<file path="config.mk">
export PLATFORM = sky130hd
export DESIGN_NAME = multiply_pipe
export DESIGN_NICKNAME = d
export VERILOG_FILES = /design/src/rtl/multiply_pipe.sv
export SDC_FILE = /design/constraint.sdc
export NUM_CORES = 1
export LEC_CHECK = 0
export BUFFER_PORTS_ARGS = -buffer_cell sky130_fd_sc_hd__buf_4
export CORE_MARGIN = 2
export CORE_UTILIZATION = 40
export CTS_CLUSTER_DIAMETER = 60
export DETAILED_ROUTE_END_ITERATION = 8
export MAX_ROUTING_LAYER = met4
export PLACE_DENSITY_LB_ADDON = 0.12
export REMOVE_ABC_BUFFERS = 1
export SLEW_MARGIN = 20
export SYNTH_ARGS = -nofsm -noshare
export SYNTH_HDL_FRONTEND = slang
export SYNTH_SLANG_ARGS = --single-unit
</file>
<file path="constraint.sdc">
create_clock -name clk -period 11.15 [get_ports clk]
set_clock_uncertainty 0.1 [all_clocks]
set_input_delay 1.6725 -clock clk [delete_from_list [all_inputs] [get_ports clk]]
set_output_delay 1.6725 -clock clk [all_outputs]
set_load 0.01 [all_outputs]
</file>
<file path="src/rtl/multiply_pipe.sv">
// Pipelined per-lane multiplier with dot-product sum, signed/unsigned per transaction.
// Products and sum are formed before the first register; later stages only delay them.
module multiply_pipe #(
  parameter int Ndata = 4,
  parameter int Nbits = 8,
  parameter int LAT   = 2
) (
  input  logic                                  clk,
  input  logic                                  rst,
  input  logic                                  in_valid,
  output logic                                  in_ready,
  input  logic                                  mode_signed,
  input  logic [Nbits*Ndata-1:0]                multiplier,
  input  logic [Nbits*Ndata-1:0]                multiplicand,
  output logic                                  out_valid,
  input  logic                                  out_ready,
  output logic [2*Nbits*Ndata-1:0]              mult_out,
  output logic [2*Nbits+$clog2(Ndata)-1:0]      sum_out,
  output logic                                  out_signed
);

  localparam int PW   = 2 * Nbits;
  localparam int SUMW = 2 * Nbits + $clog2(Ndata);

  function automatic logic signed [PW-1:0] ext_lane(input logic [Nbits-1:0] x,
                                                    input logic sgn);
    if (sgn) return PW'($signed(x));
    else     return PW'($unsigned(x));
  endfunction

  function automatic logic signed [SUMW-1:0] ext_prod(input logic [PW-1:0] p,
                                                      input logic sgn);
    if (sgn) return SUMW'($signed(p));
    else     return SUMW'($unsigned(p));
  endfunction

  logic [PW*Ndata-1:0] prod_c;
  logic [SUMW-1:0]     sum_c;
  logic                adv;

  logic                vld_p  [LAT];
  logic [PW*Ndata-1:0] mult_p [LAT];
  logic [SUMW-1:0]     sum_p  [LAT];
  logic                sgn_p  [LAT];

  // Truncating the PW x PW product to PW bits is exact in both modes.
  always_comb begin
    prod_c = '0;
    sum_c  = '0;
    for (int i = 0; i < Ndata; i++) begin
      prod_c[PW*i +: PW] = ext_lane(multiplier[Nbits*i +: Nbits], mode_signed)
                         * ext_lane(multiplicand[Nbits*i +: Nbits], mode_signed);
      sum_c = sum_c + ext_prod(prod_c[PW*i +: PW], mode_signed);
    end
  end

  assign adv      = out_ready || !out_valid;
  assign in_ready = adv && !rst;

  always_ff @(posedge clk) begin
    if (rst) begin
      for (int k = 0; k < LAT; k++) begin
        vld_p[k]  <= 1'b0;
        mult_p[k] <= '0;
        sum_p[k]  <= '0;
        sgn_p[k]  <= 1'b0;
      end
    end else if (adv) begin
      // stage 0: capture products and sum at acceptance
      vld_p[0]  <= in_valid && in_ready;
      mult_p[0] <= prod_c;
      sum_p[0]  <= sum_c;
      sgn_p[0]  <= mode_signed;
      // stages 1..LAT-1: pure delay, bubbles kept in place
      for (int k = 1; k < LAT; k++) begin
        vld_p[k]  <= vld_p[k-1];
        mult_p[k] <= mult_p[k-1];
        sum_p[k]  <= sum_p[k-1];
        sgn_p[k]  <= sgn_p[k-1];
      end
    end
  end

  assign out_valid  = vld_p[LAT-1];
  assign mult_out   = mult_p[LAT-1];
  assign sum_out    = sum_p[LAT-1];
  assign out_signed = sgn_p[LAT-1];

endmodule

</file>
# Yosys cells after proc, flatten, opt, wreduce, memory -nomap -nowiden
# Memories as Yosys holds them, arrays and structs flattened.
# Cells that the tools add are included.
# Widths: inputs -> output; s select.
# op_classes
n_addsub,3
bitwise_logic,8
mux,25
n_reduce_logical,5
multipliers,4
# ops
operator,n
$mux 16,8
$mux 64,2
$mux 18,6
$mul 16x16->16,4
$add 18x18->18,3
$mux 1,9
$or 1x1->1,8
$logic_and 1x1->1,2
$logic_not 1->1,2
$logic_or 1x1->1,1
# totals
register_bits,0
inputBits,69
out_inout_bits,85
wordCells,49
ram_bits,168
n_memories,4
# mem_list
memory,words,width,rd,rd_ports_with_merged_regs,write_ports,line_no,text
mult_p,2,64,2,0,2,42,logic [PW*Ndata-1:0] mult_p [LAT];
sum_p,2,18,2,0,2,43,logic [SUMW-1:0] sum_p [LAT];
sgn_p,2,1,2,0,2,44,logic sgn_p [LAT];
vld_p,2,1,2,0,2,41,logic vld_p [LAT];

# Depth between registers and ports, before layout
# logic_depth
word_depth,7
mapped_depth,35
depth_no_buf,33

# Worst setup path after synthesis
# No wires, ideal clock.
# synth_timing
path_kind,input to register
startpoint,in mode_signed
endpoint,"mem sum_p[0][17] (netlist bit), data pin"
path_stages,34
path_buffers,3
path_slack_ns,1.482
setup_time_ns,0.256
arrival_time_ns,9.313
path_cell_list,buf_4 -> clkbuf_8 -> clkbuf_1 -> nand3_1 -> fa_1 -> fa_1 -> inv_1 -> fa_1 -> inv_1 -> fa_1 -> inv_1 -> fa_1 -> inv_1 -> fa_1 -> inv_1 -> ha_1 -> a21o_1 -> a21o_1 -> nand2_1 -> nand2_1 -> a21o_1 -> a31oi_1 -> xnor2_1 -> and2_1 -> fa_1 -> inv_1 -> fa_1 -> inv_1 -> ha_1 -> nor3b_1 -> a221o_1 -> a31oi_1 -> a21o_1 -> a21oi_1
# synth_lines
element,line_no,text
from (decl),12,"input logic mode_signed,"
to (decl),43,

==> results.md <==
- Status: completed
- Slew headroom: 28.3%
- Worst Path Class, Setup: in2reg
- Starting density of the core: 40.3%
- Synth top area cells: fa_1 29%, edfxtp_1 22%, ha_1 14%
- Register area share after synthesis: 21.8%
- Avg WL per Cell: 16.4 um
- Io pins: 154
- Vias per std cell: 4.68
- Drt total wl: 50.3 mm
- Syn. warnings: 0
- Share of layout cells above drive strength 1: 8.97%
- Largest family of logic cells by synthesized area: adder cells
- Die span in x: 244 um
- # Max-Cap Violations: 0
- Startpoint types: input pin
- Antenna Cells: 0
- DRT iter0 DRCs: 684
- Critical path startpoint: mode_signed
- Drt drc: 0
- Slew @ Worst Pin: 1.08 ns
- Syn-to-layout area delta: 7.84%
- GRT met3 Usage: 2.44%
- Htree depth: 4
- Yosys top cell by area: fa_1
- Critical path data required time: 11.25 ns
- Crit-path slowest cell: fa_1
- Mux cell area share after synthesis: 0.0487%
- CTS Buf Count: 17
- CP Capture Type: register
- Hold wc startpoint: mult_p[0][62]
- Mapped Cells: 2259
- Die height: 244 um
- Final setup viols: 0
- Worst hold path type: reg2reg
- Critical R2R Launch: vld_p[0][1]
- Global-route wire length before repair: 83.7 mm
- Busiest layer in global routing: met2
- Largest stage delay on the critical path: 0.67 ns
- Vias in the first global route: 15.6k
- Cell mode on critical path: fa_1
- Final setup TNS: 0 ns
- Met1 usage: 25.5%
- Max Clk Rate: 106 MHz
- Synthesized flop and latch total: 168
- Deepest clock path buffer count: 2
- Input/output buffers: 153
- Post-Synth XOR/XNOR Area: 5.47%
- Post-CTS Setup Bufs: 0
- CP delay by family, top: adder cells
- Core Rows: 88
- Post_cts resized: 0
- Root Buffer Master: clkbuf_16
- Reg clk slew, reported paths: 0.07 ns
- Average size of a mapped cell: 10.2 um2
- Worst Path Buf+Inv: 8
- Worst skew pair latency: 0.47 ns
- Sink Count: 168
- Async SR Flop Fraction: 0%
- Simple-gate share of the synthesized area: 13.7%
- Final Hold Fails: 0
- Compound-gate portion of the synthesized area: 3.77%
- Post-synth top area share: 29.2%
- Data arrival, critical path: 9.57 ns
- Synth Flop Type: edfxtp_1
- Hold_buf cts: 0
- Met2 usage in global routing: 29.6%
- Crit share post-route: 85.0%
- GP Congestion: 0.848
- DRT antenna net count: 0
- Number of synthesized flops with an enable pin: 168
- Fin. max-slew vios: 0
- CP max FO: 33
- RSZ-0062 raised after global routing: no
- Die area: 59700 um2
- Final #Nets: 2955
- Dpl hpwl: 41.6 mm
- Grt total ovfl: 0
- Clock period minus worst slack: 9.48 ns
- Post-synth cell types: 56
- Post-layout util: 43.5%
- GRT Util Overall: 18.6%
- Number of fillers in the final layout: 5562
- Antenna violations before repair: 4
- Cell area after synthesis: 23100 um2
- Via count: 14.4k
- Core area: 57400 um2
- Hold Slack: 0.420 ns
- Synth Area in Adders: 42.9%
- CTS tree: built
- Pin count of the biggest net entering global routing: 169
- Pre-antenna DRT Iters: 5
kinds of logic after synthesis:
| family | Yosys count |
|---|---|
| adders and majority gates | 591 |
| AOI/OAI and AO/OA | 130 |
| and+or+nand+nor | 576 |
| DFF | 168 |
| xor gates and xnor gates | 139 |
| muxes | 1 |
| buffers and inverters | 654 |
cells in the mapped netlist, drive strengths merged, types with 32 or more instances:
cell	n
inv	513
fa	337
and2	319
ha	254
edfxtp	168
xnor2	114
nand2	100
buf	94
nor2	62
clkbuf	47
and3	35
o21ai	33
a21oi	32
cell type report:
class,count,area (um2),area share [%]
Clock buffer,17,425,1.71
Clock inverter,14,139,0.557
Inverter,513,1930,7.73
Multi-Input combinational cell,1437,15200,61.1
Sequential cell,168,5040,20.2
Tap cell,765,957,3.84
Timing Repair Buffer,158,1200,4.81
final timing paths:
path / endpoint / slack (ns) / depth (start not counted)
max reg2reg: sum_p[0][32] / 8.19 / 5
min: mult_p[0][126] / 0.42 / 1
min reg2reg: mult_p[0][126] / 0.42 / 1
max: sum_p[0][17] / 1.67 / 33
metrics by stage:
stage | area (um2) | instances | worst slack [ns]
after floorplan | 22200 | 2118 | 2.04
after global placement | 24400 | 3041 | 1.27
after detailed placement | 24400 | 3041 | 1.13
after CTS | 24900 | 3072 | 1.64
after global routing | 24900 | 3072 | 1.23
final | 24900 | 3072 | 1.67
worst reg2reg max path: stages, from the launching register on:
cell and delay (ns):
edfxtp_1 0.38, a21o_2 0.13, buf_4 0.44, clkinv_2 0.77
buf_4 0.58, and2_1 0.30
per-layer routing:
metal | wire, um | up-vias | part of all wire [%]
met3 | 1670 | 30 | 3.3
met4 | 485 | 0 | 0.96
met2 | 23900 | 192 | 48
met5 | 0 | - | 0
met1 | 24200 | 7247 | 48
li1 | - | 6910 | -
placed cells by master (no fill, tap or decap), types with 9 or more instances in the layout:
cell type and count:
buf_4 157, nor2_1 62, nor3_1 15, inv_1 512, clkbuf_16 17, edfxtp_1 168, nand3_1 24, a21oi_1 31
ha_1 254, xor2_1 23, a21o_1 14, o21ai_0 24, o21ai_1 9, fa_1 337, nand2_1 100, and3_1 35
and2_1 312, xnor2_1 112, o21a_1 11
registers in the layout (all words and copies together) (netlist names):
signal,cells
sgn_p,2
vld_p,2
sum_p,36
mult_p,128
Power is left out: the tool's default activity adds up to more than one toggle a clock period on the data nets, which glitch-free logic cannot reach.
